===== config.mk =====
export PLATFORM = sky130hd
export DESIGN_NAME = weighted_sum_stream
export DESIGN_NICKNAME = d
export VERILOG_FILES = /design/src/rtl/weighted_sum_stream.sv
export SDC_FILE = /design/constraint.sdc
export NUM_CORES = 2
export LEC_CHECK = 0
export CAP_MARGIN = 30
export CORE_UTILIZATION = 30
export CTS_CLUSTER_DIAMETER = 150
export CTS_CLUSTER_SIZE = 14
export DETAILED_ROUTE_END_ITERATION = 6
export GPL_TIMING_DRIVEN = 0
export RECOVER_POWER = 50
export SYNTH_ARGS = -nofsm -noshare
export SYNTH_HDL_FRONTEND = slang
export SYNTH_SLANG_ARGS = --single-unit

===== constraint.sdc =====
create_clock -name clk -period 5.9 [get_ports clk]
set_input_delay 1.18 -clock clk [delete_from_list [all_inputs] [get_ports clk]]
set_output_delay 1.18 -clock clk [all_outputs]
set_load 0.01 [all_outputs]

===== src/rtl/weighted_sum_stream.sv =====
// Streaming unsigned dot product of N_CH data lanes against N_CH weight lanes with
// multi-beat accumulation, full-pipeline stall and saturating/truncating output.
module weighted_sum_stream #(
    parameter int N_CH  = 4,
    parameter int DW    = 16,
    parameter int WW    = 16,
    parameter int OW    = 16,
    parameter int SAT   = 1,
    parameter int ACC_W = DW + WW + $clog2(N_CH) + 8
) (
    input  logic                 clk,
    input  logic                 rst,
    input  logic                 in_valid,
    output logic                 in_ready,
    input  logic [N_CH*DW-1:0]   in_data,
    input  logic [N_CH*WW-1:0]   in_weights,
    input  logic                 in_first,
    input  logic                 in_last,
    output logic                 out_valid,
    input  logic                 out_ready,
    output logic [OW-1:0]        out_result,
    output logic                 out_ovf
);

    localparam int L  = $clog2(N_CH);
    localparam int PW = DW + WW;
    localparam int SW = PW + L;

    // Level 0 is the product stage; level l holds N_CH>>l partial sums (upper entries unused)
    logic [SW-1:0]    lvl_q [L+1][N_CH];
    logic [L:0]       vld_q;
    logic [L:0]       first_q;
    logic [L:0]       last_q;
    logic [SW-1:0]    prod_s [N_CH];

    logic [ACC_W-1:0] acc_q, acc_d;
    logic             acc_ovf_q, acc_ovf_d;
    logic             out_valid_q, out_valid_d;
    logic [OW-1:0]    out_result_q, out_result_d;
    logic             out_ovf_q, out_ovf_d;

    logic             stall_s;
    logic [ACC_W-1:0] base_s;
    logic [ACC_W:0]   add_s;
    logic [ACC_W-1:0] acc_next_s;
    logic             acc_ovf_next_s;
    logic             res_big_s;
    logic [OW-1:0]    fmt_s;

    assign stall_s    = out_valid_q & ~out_ready;
    assign in_ready   = ~stall_s;
    assign out_valid  = out_valid_q;
    assign out_result = out_result_q;
    assign out_ovf    = out_ovf_q;

    // Per-lane exact products, zero-extended to the final tree width
    always_comb begin
        for (int i = 0; i < N_CH; i++) begin
            prod_s[i] = {{L{1'b0}}, PW'(in_data[i*DW +: DW]) * PW'(in_weights[i*WW +: WW])};
        end
    end

    // Product and adder-tree pipeline; every level freezes together on stall
    always_ff @(posedge clk or negedge rst) begin
        if (!rst) begin
            vld_q   <= '0;
            first_q <= '0;
            last_q  <= '0;
            for (int l = 0; l <= L; l++) begin
                for (int j = 0; j < N_CH; j++) begin
                    lvl_q[l][j] <= '0;
                end
            end
        end else if (!stall_s) begin
            vld_q[0]   <= in_valid;
            first_q[0] <= in_first;
            last_q[0]  <= in_last;
            for (int j = 0; j < N_CH; j++) begin
                lvl_q[0][j] <= prod_s[j];
            end
            for (int l = 1; l <= L; l++) begin
                vld_q[l]   <= vld_q[l-1];
                first_q[l] <= first_q[l-1];
                last_q[l]  <= last_q[l-1];
                for (int j = 0; j < N_CH/2; j++) begin
                    lvl_q[l][j] <= (j < (N_CH >> l)) ? lvl_q[l-1][2*j] + lvl_q[l-1][2*j+1] : '0;
                end
                for (int j = N_CH/2; j < N_CH; j++) begin
                    lvl_q[l][j] <= '0;
                end
            end
        end
    end

    // Accumulate the tree output with saturation at the accumulator width, then format
    always_comb begin
        base_s = first_q[L] ? '0 : acc_q;
        add_s  = {1'b0, base_s} + {{(ACC_W + 1 - SW){1'b0}}, lvl_q[L][0]};
        if (add_s[ACC_W]) begin
            acc_next_s     = '1;
            acc_ovf_next_s = 1'b1;
        end else begin
            acc_next_s     = add_s[ACC_W-1:0];
            acc_ovf_next_s = first_q[L] ? 1'b0 : acc_ovf_q;
        end
        res_big_s = |acc_next_s[ACC_W-1:OW];
        if ((SAT != 0) && res_big_s) begin
            fmt_s = '1;
        end else begin
            fmt_s = acc_next_s[OW-1:0];
        end
    end

    // Output-stage next state: hold on stall, publish on last, accumulate otherwise
    always_comb begin
        acc_d        = acc_q;
        acc_ovf_d    = acc_ovf_q;
        out_valid_d  = out_valid_q;
        out_result_d = out_result_q;
        out_ovf_d    = out_ovf_q;
        if (stall_s) begin
            out_valid_d = out_valid_q;
        end else if (vld_q[L] && last_q[L]) begin
            out_valid_d  = 1'b1;
            out_result_d = fmt_s;
            out_ovf_d    = acc_ovf_next_s | res_big_s;
            acc_d        = '0;
            acc_ovf_d    = 1'b0;
        end else if (vld_q[L]) begin
            out_valid_d = 1'b0;
            acc_d       = acc_next_s;
            acc_ovf_d   = acc_ovf_next_s;
        end else begin
            out_valid_d = 1'b0;
        end
    end

    // Output-stage registers
    always_ff @(posedge clk or negedge rst) begin
        if (!rst) begin
            acc_q        <= '0;
            acc_ovf_q    <= 1'b0;
            out_valid_q  <= 1'b0;
            out_result_q <= '0;
            out_ovf_q    <= 1'b0;
        end else begin
            acc_q        <= acc_d;
            acc_ovf_q    <= acc_ovf_d;
            out_valid_q  <= out_valid_d;
            out_result_q <= out_result_d;
            out_ovf_q    <= out_ovf_d;
        end
    end

endmodule


==> results_dict.tcl <==
set metrics [dict create \
    cts_num_sinks 298 \
    ys_warn_count 0 \
    finalCritPeriodShare 1.188 \
    initial_antenna_violation_count 7 \
    io_pins 153 \
    synth.ff_latch_count 298 \
    kind_of_launch_point_of_the_worst_setup_path "input pin" \
    tritoncts "done" \
    worst_skew_pair.late_latency_ns 0.57 \
    synth_cell_type_count 93 \
    cts.htree.levels 1 \
    grt_pass1_vias 43571 \
    fraction_of_final_layout_cells_with_drive_strength_greater_than_1 0.1509 \
    finalCoreUtilization 0.3697 \
    grtUsageTotal 0.1806 \
    viasPerCell 4.921 \
    maxSlewViolCount 195 \
    critPathCaptureType "register" \
    cts-buffers-inserted 25 \
    clkSlewWorstSetupHoldPaths_ns 0.08 \
    sequential_element_share_of_the_synthesized_area 0.1462 \
    route.detailed.drc 0 \
    grt_remaining_overflow 0 \
    totalNegativeSetupSlack_ns -24.78 \
    net_count_of_the_mapped_netlist 7304 \
    drt_pass1_iterations 5 \
    postRouteWirelength_um 156600 \
    layoutNonFillerInstCount 8466 \
    synthToLayoutAreaGrowth_pct 21.75 \
    numPortBuffers 152 \
    hold_viol_final 0 \
    preCtsSetupSlack_ns -2.787 \
    mappedNetlistArea_sq_um 51010 \
    cts_buffer_depth 3 \
    drt_first_iter_violations 2402 \
    final.setup.worst_slack_ns -1.108 \
    timing.critical_path.arrival_ns 7.46 \
    via_count 41663 \
    diodes 0 \
    grt_pass1_wl_um 246400 \
    n_fill_cell 16744 \
    fmax_mhz 142.7 \
    fp.dieArea_sq_um 171700 \
    dp.final_hpwl_um 125500 \
    synth-main-ff-cell "dfrtp_1" \
    max_slew.worst_pin.slew_ns 2.855 \
    core_area_sq_um 168000 \
    worst_clock_skew_ns 0.03092 \
    initial_utilization 0.3037 \
    cts-hold-fix-buffers 0 \
    clockRootBuffer "clkbuf_16" \
    min_period_ns 7.008 \
    maxSlewHeadroom -0.9032 \
    outcome "complete, but fails checks" \
    gp_congestion 0.9244 \
    grt_max_degree 112 \
    postSynth.asyncResetShare 1.000 \
    final_antenna_net_count 0 \
    synth-edff-count 0 \
    placed_cells 8205 \
    cell_row_count 150 \
    postSynthCellCount 5843 \
    grt_setup_unrepaired "true" \
    routedWlPerCell_um 18.50 \
    fin_nets 7723 \
    report.final.setup_viol 56 \
    critPathMaxFanout 7 \
    die_extent_in_x_um 414.3 \
    worst_ep_required_time_ns 6.35 \
    violations "capacitance limit, slew limit, setup timing" \
    critPathKind "in -> reg" \
    timing.max_cap.violations 2 \
    timing.hold.worst.class "reg -> reg" \
    chipHeight_um 414.3 \
    syn_avg_cell_area_sq_um 8.730 \
]
## cell families (layout without fill, tap and decap cells)
family	after synthesis	count (layout)	synth area share
XOR/XNOR	198	198	0.03400
adder cells (fa/ha/maj)	1327	1327	0.4403
buffers and inverters	1177	1596	0.08786
AND/OR/NAND/NOR	1926	1926	0.1798
multiplexers	6	6	0.001202
AO/OA/AOI/OAI	911	911	0.1106
flip-flops	298	298	0.1462
## cell usage in the layout (no fill, tap or decap), types with 90 or more instances in the layout
cell type	synthesis	layout
inv_1	945	894
nand2_1	881	858
fa_1	780	737
ha_1	547	493
and2_1	472	428
dfrtp_1	298	298
nor2_1	267	260
a21oi_1	293	251
buf_4	2	228
o21ai_0	247	197
a21o_1	90	90
## sequential cells by signal (all words and copies together), names as in the netlist
name,cells
lvl_q,228
acc_q,42
out_result,16
first_q,3
last_q,3
vld_q,3
acc_ovf_q,1
out_ovf,1
out_valid,1
## synthesized netlist by cell type (30+ instances only)
| master | n | area (sq um) |
|---|---|---|
| a211oi_1 | 30 | 225.2 |
| a21o_1 | 90 | 675.7 |
| a21oi_1 | 293 | 1466 |
| and2_1 | 472 | 2953 |
| clkbuf_1 | 213 | 799.5 |
| dfrtp_1 | 298 | 7457 |
| fa_1 | 780 | 15610 |
| ha_1 | 547 | 6844 |
| inv_1 | 945 | 3547 |
| nand2_1 | 881 | 3307 |
| nand2b_1 | 42 | 262.8 |
| nand3_1 | 50 | 250.2 |
| nor2_1 | 267 | 1002 |
| nor2b_1 | 57 | 356.6 |
| nor3_1 | 42 | 210.2 |
| o21a_1 | 39 | 292.8 |
| o21ai_0 | 247 | 1236 |
| xnor2_1 | 107 | 937.2 |
| xor2_1 | 91 | 797.0 |
## layout make-up
cell class,instances,area (sq um),area share
Buffer,228,2826,0.04551
Inverter,946,3551,0.05718
Clock inverter,2,20.02,0.0003224
Tap cell,2204,2758,0.04440
Sequential cell,298,7457,0.1201
Multi-Input combinational cell,4368,41180,0.6631
Clock buffer,25,625.6,0.01007
Timing Repair Buffer,395,3682,0.05929
## final timing paths
kind / startpoint / end / slack (ns) / depth (start not counted)
max: in_data[42] / lvl_q[336] / -1.11 / 26
min: last_q[1] / last_q[1] / 0.47 / 2
max reg2reg: first_q[2] / out_result[13] / 0.32 / 19
min reg2reg: last_q[1] / last_q[1] / 0.47 / 2
max in group asynchronous: rst / lvl_q[348] / 0.91 / 3
min in group asynchronous: rst / out_result[8] / 1.52 / 1
## worst max-delay path: stages
cell and delay (ns):
buf_4 0.15, buf_8 0.14, and2_4 0.13, fa_1 0.49, inv_2 0.05, fa_2 0.52, inv_2 0.04, fa_2 0.47
fa_1 0.52, fa_1 0.54, inv_2 0.04, fa_2 0.53, inv_2 0.04, ha_4 0.16, a2111oi_4 0.32, o21ai_1 0.14
a32oi_2 0.23, o31ai_4 0.12, a211o_1 0.28, a21o_1 0.20, a21o_1 0.19, a41o_1 0.21, nor4_1 0.21, nor3_1 0.12
xnor2_1 0.33, o21ai_1 0.09
## what timing repair did
item,CTS,global route
hold endpoints to repair,0,0
gates resized for setup,1179,300
pin swaps,168,196
endpoints found under the setup margin,97,83
gates cloned,3,3
buffers inserted,169,77
## layer usage
layer  vias up  global-route usage  wire length, um
met1     21100              0.2428            68790
met5         -                   0               68
li1      19316                   -                -
met2       968              0.3074            75930
met4        12             0.05324             5290
met3       267             0.01595             6542
## through the flow
step | hold slack (ns) | cell area [sq um]
floorplan | 0.4386 | 52080
global placement | 0.4538 | 56360
CTS | 0.4724 | 60660
detailed placement | 0.4556 | 56470
finish | 0.4684 | 62100
global route | 0.4898 | 62100
Power is left out: the tool's default activity adds up to more than one toggle a clock period on the data nets, which glitch-free logic cannot reach.
